--- src/rtl/tile_read_addr_gen.sv ---
// Read-side address sequencer: walks a rows x cols tile row-major, one address per valid/ready beat.
// Optional boustrophedon walk of odd rows when TILE_READ_SNAKE_EN is defined.
module tile_read_addr_gen #(
  parameter int unsigned ADDR_WIDTH = 8,
  parameter int unsigned CNT_WIDTH  = 4
) (
  input  logic                  clk_i,
  input  logic                  rst_ni,
  input  logic                  clear_i,
  input  logic                  start_i,
  input  logic [CNT_WIDTH-1:0]  rows_i,
  input  logic [CNT_WIDTH-1:0]  cols_i,
  input  logic [ADDR_WIDTH-1:0] base_addr_i,
  input  logic [ADDR_WIDTH-1:0] stride_i,
`ifdef TILE_READ_SNAKE_EN
  input  logic                  snake_i,
`endif
  input  logic                  addr_ready_i,
  output logic                  addr_valid_o,
  output logic [ADDR_WIDTH-1:0] addr_o,
  output logic                  last_o,
  output logic                  busy_o,
  output logic                  done_o
);

  typedef enum logic [1:0] {IDLE, RUN, DONE} state_e;

  state_e                state_q, state_d;
  logic [CNT_WIDTH-1:0]  row_q, row_d, col_q, col_d;
  logic [CNT_WIDTH-1:0]  rows_q, rows_d, cols_q, cols_d;
  logic [ADDR_WIDTH-1:0] row_base_q, row_base_d, stride_q, stride_d;
  logic                  snake_q, snake_d, snake_in;
  logic [CNT_WIDTH-1:0]  row_end_col, next_row, d_end_col;
  logic                  valid_d, last_d, busy_d, done_d;
  logic [ADDR_WIDTH-1:0] addr_d;

`ifdef TILE_READ_SNAKE_EN
  assign snake_in = snake_i;
`else
  assign snake_in = 1'b0;
`endif

  // Next-state and counter update; outputs are precomputed from the next state so they leave flops.
  always_comb begin
    state_d    = state_q;
    row_d      = row_q;
    col_d      = col_q;
    rows_d     = rows_q;
    cols_d     = cols_q;
    row_base_d = row_base_q;
    stride_d   = stride_q;
    snake_d    = snake_q;
    row_end_col = (snake_q && row_q[0]) ? '0 : cols_q;
    next_row    = row_q + CNT_WIDTH'(1);

    unique case (state_q)
      IDLE: begin
        if (start_i) begin
          rows_d     = rows_i;
          cols_d     = cols_i;
          stride_d   = stride_i;
          snake_d    = snake_in;
          row_d      = '0;
          col_d      = '0;
          row_base_d = base_addr_i;
          state_d    = RUN;
        end
      end
      RUN: begin
        if (addr_ready_i) begin
          if (col_q == row_end_col) begin
            if (row_q == rows_q) begin
              state_d = DONE;
            end else begin
              row_d      = next_row;
              row_base_d = row_base_q + stride_q;
              col_d      = (snake_q && next_row[0]) ? cols_q : '0;
            end
          end else begin
            col_d = (snake_q && row_q[0]) ? col_q - CNT_WIDTH'(1) : col_q + CNT_WIDTH'(1);
          end
        end
      end
      DONE:    state_d = IDLE;
      default: state_d = IDLE;
    endcase

    // Abort wins over start and over a beat in the same cycle.
    if (clear_i) begin
      state_d    = IDLE;
      row_d      = '0;
      col_d      = '0;
      row_base_d = '0;
    end

    d_end_col = (snake_d && row_d[0]) ? '0 : cols_d;
    valid_d   = (state_d == RUN);
    addr_d    = valid_d ? row_base_d + ADDR_WIDTH'(col_d) : '0;
    last_d    = valid_d && (row_d == rows_d) && (col_d == d_end_col);
    busy_d    = (state_d != IDLE);
    done_d    = (state_d == DONE);
  end

  always_ff @(posedge clk_i or negedge rst_ni) begin
    if (!rst_ni) begin
      state_q      <= IDLE;
      row_q        <= '0;
      col_q        <= '0;
      rows_q       <= '0;
      cols_q       <= '0;
      row_base_q   <= '0;
      stride_q     <= '0;
      snake_q      <= 1'b0;
      addr_valid_o <= 1'b0;
      addr_o       <= '0;
      last_o       <= 1'b0;
      busy_o       <= 1'b0;
      done_o       <= 1'b0;
    end else begin
      state_q      <= state_d;
      row_q        <= row_d;
      col_q        <= col_d;
      rows_q       <= rows_d;
      cols_q       <= cols_d;
      row_base_q   <= row_base_d;
      stride_q     <= stride_d;
      snake_q      <= snake_d;
      addr_valid_o <= valid_d;
      addr_o       <= addr_d;
      last_o       <= last_d;
      busy_o       <= busy_d;
      done_o       <= done_d;
    end
  end

endmodule

--- config.mk ---
export PLATFORM = sky130hd
export DESIGN_NAME = tile_read_addr_gen
export DESIGN_NICKNAME = d
export VERILOG_FILES = /design/src/rtl/tile_read_addr_gen.sv
export SDC_FILE = /design/constraint.sdc
export NUM_CORES = 1
export LEC_CHECK = 0
export CAP_MARGIN = 15
export CORE_MARGIN = 3
export CORE_UTILIZATION = 40
export CTS_BUF_LIST = sky130_fd_sc_hd__clkbuf_8
export DETAILED_ROUTE_END_ITERATION = 16
export PLACE_DENSITY = 0.69
export SETUP_SLACK_MARGIN = 0.4
export SYNTH_ARGS = -nofsm -noshare
export SYNTH_HDL_FRONTEND = slang
export SYNTH_SLANG_ARGS = --single-unit
--- constraint.sdc ---
create_clock -name clk_i -period 5.9 [get_ports clk_i]
set_input_delay 0.59 -clock clk_i [delete_from_list [all_inputs] [get_ports clk_i]]
set_output_delay 0.59 -clock clk_i [all_outputs]
set_load 0.02 [all_outputs]
* Word-level counts from Yosys, hierarchy flattened
Cells that the tools add are included.
** Storage, ports and cells
- Flip-flop bits (word level) :: 47
- Output and inout port bits :: 12
** Operators by class
- Add/subtract/negate cells :: 5
- Eq/ne operators :: 7
- Reduce and logical (&&, ||, !) cells :: 8
- Mux-type cells :: 35
** Operator list (number)
- 4-bit two-way mux :: 18
- 8-bit two-way mux :: 6
- 4-bit == test :: 4
- 4-bit one-hot mux with 2 select lines :: 2
- 8-bit one-hot mux with 2 select lines :: 1
- 2-bit two-way mux :: 5
- 4-bit by 1-bit adder with 4-bit output (second input constant) :: 2
- 8-bit by 4-bit adder with 8-bit output :: 1
- 8-bit adder :: 1
- 1-bit logical AND :: 5
- 2-bit by 1-bit == test with 1-bit output (second input constant) :: 2
- 2-bit one-hot mux with 2 select lines :: 1
- 4-bit by 1-bit subtractor with 4-bit output (second input constant) :: 1
- 2-bit == test (second input constant) :: 1
- 2-bit zero test :: 1
- 1-bit two-way mux :: 2
- 2-bit AND reduction :: 1
- 2-bit nonzero test :: 1

* Logic depth before layout (Yosys ltp)
- Depth in word-level cells :: 11
- Mapped depth :: 16
- Mapped depth without buffers :: 14

* Worst setup path after synthesis
No wires, ideal clock.
- Kind :: flip-flop to flip-flop
- Start :: reg row_q[0]
- End :: reg addr_o[6]
- Period minus slack after synthesis :: 3.403 ns
- Slack :: 2.497 ns
- Path buffers :: 3
- Library setup time :: 0.132 ns
- Arrival :: 3.271 ns
- Cell stages (with the launch flop) :: 16
- Cells stage by stage :: dfrtp_1 > buf_6 > and2_4 > buf_6 > o32a_4 > a221oi_2 > buf_2 > mux2i_1 > a21boi_0 > ha_1 > fa_1 > a21o_1 > a21oi_1 > nand2b_1 > or3_1 > a21oi_1
** Between the ends
- Elaborated cells on any way between the ends :: 26
- Those cells by class :: add/sub: 2; eq/ne: 3; mux: 19; reduce/logical: 2
** RTL lines
- start, declared :: RTL line 29 : logic [CNT_WIDTH-1:0] row_q, row_d, col_q, col_d;
- start signal, assigned :: RTL line 121 : row_q <= row_d;
- 1-bit logical AND :: RTL line 53 : row_end_col = (snake_q && row_q[0]) ? '0 : cols_q;
- 4-bit two-way mux :: RTL line 53
- 4-bit == test :: RTL line 71 : if (col_q == row_end_col) begin
- 8-bit two-way mux * :: RTL line 71
- 8-bit two-way mux * :: RTL line 70 : if (addr_ready_i) begin
- 8-bit one-hot mux with 2 select lines * :: RTL line 56 : unique case (state_q)
- 8-bit two-way mux * :: RTL line 89 : if (clear_i) begin
- via row_base_d[0] :: RTL line 31 : logic [ADDR_WIDTH-1:0] row_base_q, row_base_d, stride_q, stride_d;
- 8-bit by 4-bit adder with 8-bit output * :: RTL line 98 : addr_d = valid_d ? row_base_d + ADDR_WIDTH'(col_d) : '0;
- 8-bit two-way mux * :: RTL line 98
- via addr_d[6] :: RTL line 35 : logic [ADDR_WIDTH-1:0] addr_d;
- end signal, assigned :: RTL line 129 : addr_o <= addr_d;
- end, declared :: RTL line 20 : output logic [ADDR_WIDTH-1:0] addr_o,
Mark *: on every way through the listed nets, which the timed path passes. The rest lies on a longest branch.
A chain may end at the register's enable or synchronous reset.

* Worst setup path in the final report
- Start :: reg row_q[0]
- End :: reg addr_o[7]
The elaborated chain is that of the path after synthesis.

==> reports/metrics.yaml <==
layout:
  final_nets: 389
  final_cell_area_sq_mm: 0.00364
  fin_cells: 445
  final_cell_mix: "dfrtp_1 (47), clkdlybuf4s50_1 (39), nor2_1 (23)"
  seq_area_sq_mm: 0.00118
  multiInputGateArea_sq_mm: 0.00174
  area_growth_syn_to_layout_pct: 18.4
  final_common_cell: "dfrtp_1"
  drive_gt1_share_pct: 10.4
  fillCellCount: 689
  antennaDiodeCount: 0
outcome:
  outcome: "finished clean"
die:
  die_w_microns: 93.7
  start_util_pct: 41.7
  rows: 31
  chipHeight_microns: 93.7
  core_area_sq_mm: 0.00737
  num_io_pins: 41
  die_area_sq_mm: 0.00878
power:
  switching_share_pct: 31.1
  power.total_mw: 0.843
  p_seq_share_pct: 44.4
  ir_drop_v: 0.000140
  p_clk_share_pct: 29.2
  intPower_mw: 0.581
  powerDensity_mw_per_mm2: 232
  p_comb_share_pct: 26.4
  leakagePower_nw: 1.56
  net-switching-power_mw: 0.262
sta:
  max_freq_mhz: 242
  worst_slack_ns: 1.77
  hold_viol_final: 0
  rsz0062_at_grt: "no"
  finClkSkew_ns: 0.0184
  finalSetupViolations: 0
  fin_tns_setup_ns: 0
  relSlewSlack_pct: 29.0
  slew_viol_final: 0
  worstMarginPinSlew_ns: 1.07
  finalCritPeriodShare_pct: 70.0
  fin_crit_ns: 4.13
worst_setup_path:
  setup.worst_path.start: "row_q[0]$_DFF_PN0_"
  slowest_delay_ns: 0.87
  timing.reg2reg.setup_slack_ns: 1.77
  cpMaxStageDelayCell: "a221oi_2"
  r2r-end: "addr_o[7]$_DFF_PN0_"
  critical_path.most_common_cell: "mux2i_1"
  worst-setup-path-type: "reg -> reg"
  cp-start-kind: "register"
  timing.critical_path.cells: "and2_4 -> o32a_1 -> a221oi_2 -> mux2i_1 -> a21boi_0 -> ha_1 -> a21o_1 -> a21oi_1 -> nor2b_1 -> o21a_1 -> nand3_1 -> mux2i_1"
  r2r_cells: 12
  end_kind: "register"
  worstPathArrival_ns: 4.36
  cp-endpoint: "addr_o[7]$_DFF_PN0_"
  r2r_start: "row_q[0]$_DFF_PN0_"
  path_max_fanout: 13
  cp.required_ns: 6.13
cts:
  ctsHoldBuffers: 0
  numCtsBuffers: 5
  cts_resized: 0
  clock-sinks: 47
  htree_levels: 2
  path_clk_slew_ns: 0.10
  clk_latency_ns: 0.31
  postCtsSetupBuffers: 0
  cts_tree: "yes"
  clockBufferDepth: 2
  root_buffer: "clkbuf_8"
placement:
  dp.cells: 437
  io_buffers: 40
  placed_area_sq_mm: 0.00353
  place.detailed.hpwl_mm: 5.65
  gp_congestion: 0.845
  preCtsSetupSlack_ns: 1.85
drt:
  ant_nets: 0
  drt_iter0_drc: 194
  drcViolationCount: 0
  drt_first_pass_iters: 4
  vias_per_cell: 5.56
  vias: 2475
  drt_wl_total_mm: 7.49
  wire_per_inst_microns: 16.8
logic_synthesis:
  synth_nets: 355
  ys_types: 61
  avgSynthCellArea_sq_um: 9.89
  synth-seq-cells: 47
  synthFlopType: "dfrtp_1"
  synth_cells: 311
  yosysSeqAreaShare_pct: 38.2
  yosysTopAreaCell: "dfrtp_1"
  synth_top_area_share_pct: 38.2
  synthArstFlopShare_pct: 100
  synth_edf_count: 0
  yosysWarnings: 0
  synth_area_leaders: "dfrtp_1 (38%), ha_1 (5.3%), mux2i_1 (4.9%)"
  synth.cell_area_sq_mm: 0.00308
global_route:
  grtUsageTotal_pct: 18.2
  met3_usage_pct: 3.29
  met1_usage_pct: 25.2
  gr-usage-met2_pct: 29.8
  grt_pass1_wl_mm: 12.7
  grt_max_degree: 48
  busiest_layer: "met2"
  antenna_found_initial: 0
  overflow: 0
  grt_pass1_vias: 2575
min_path:
  holdCritPathClass: "in -> async"
run:
  cap_violations: 0
## state kept, by name, indices dropped and copies added, names as in the netlist, 2 cells and up
name	count
addr_o	8
col_q	4
cols_q	4
row_base_q	8
row_q	4
rows_q	4
state_q	2
stride_q	8
## area by class of cell
class	instances	area share [%]
timing repair buffer	41	11.1
clock inverter	3	1.27
tap	99	3.40
clock buffer	5	1.89
multi-input combinational	228	47.8
inverter	22	2.27
sequential	47	32.3
## worst min-delay path by stage
| stage | depth (start not counted) | endpoint | from |
|---|---|---|---|
| 5_1_grt | 1 | stride_q[2]$_DFFE_PN0P_ | rst_ni |
| 4_1_cts | 1 | stride_q[2]$_DFFE_PN0P_ | rst_ni |
| 2_1_floorplan | 0 | addr_o[0]$_DFF_PN0_ | rst_ni |
| 3_3_place_gp | 1 | stride_q[6]$_DFFE_PN0P_ | stride_q[6]$_DFFE_PN0P_ |
| 6_report | 1 | stride_q[2]$_DFFE_PN0P_ | rst_ni |
| 3_5_place_dp | 1 | stride_q[6]$_DFFE_PN0P_ | stride_q[6]$_DFFE_PN0P_ |
## cell families (layout without fill, tap and decap cells)
kind of cell    Yosys count  in the layout  share of synthesized area, %
fa+ha+maj                15             15                          6.59
xor+xnor                 20             20                          5.70
simple gates             88             88                          15.1
flops                    47             47                          38.2
mux                      28             28                          9.64
compound gates           77             77                          19.5
buf+inv                  36             71                          5.17
## per-layer routing
metal / part of all wire (%) / up-vias
li1: - / 1188
met2: 48 / 67
met3: 4.9 / 11
met1: 45 / 1209
met5: 0 / -
met4: 1.6 / 0
## per-stage QoR
stage,utilization [%],hold slack (ns)
after floorplan,-,0.294
after detailed placement,47.8,0.503
after CTS,49.4,0.516
final,49.4,0.466
after global placement,47.8,0.504
after global routing,49.4,0.538
## cells in the mapped netlist (2+ instances only)
cell,count
o21a_1,4
dfrtp_1,47
a211o_1,3
mux2_2,13
a221oi_1,6
mux2i_1,15
a21oi_1,11
a221oi_2,2
buf_6,3
a21o_1,6
nand2_1,18
nand3b_1,2
buf_1,2
o41ai_1,2
xor2_1,8
nor2_1,23
xnor2_1,12
ha_1,13
a21boi_0,4
nor2b_1,6
o21ai_0,9
inv_1,21
or2_2,3
and4_1,2
fa_1,2
nand2b_1,5
nand3_1,8
a211oi_1,2
o211ai_1,2
o22ai_1,9
o21ai_1,2
nor3_1,7
nor4_1,2
clkbuf_1,8
and2_1,3
## power by group through the flow
stage          Clock, mW  Sequential, mW  Combinational, mW
6_report           0.246           0.375              0.222
2_1_floorplan          0           0.378              0.151
3_5_place_dp           0           0.381              0.221
3_3_place_gp           0           0.381              0.217
4_1_cts            0.252           0.375              0.222
5_1_grt            0.265           0.379              0.250
## worst max-delay path, delay by kind of cell (launching register included)
kind,cells,cell delay [ns]
compound gates,6,2.40
simple gates,3,0.42
mux,2,0.36
fa+ha+maj,1,0.35
flops,1,0.51
Note: power is estimated with default switching activity, not from simulation.
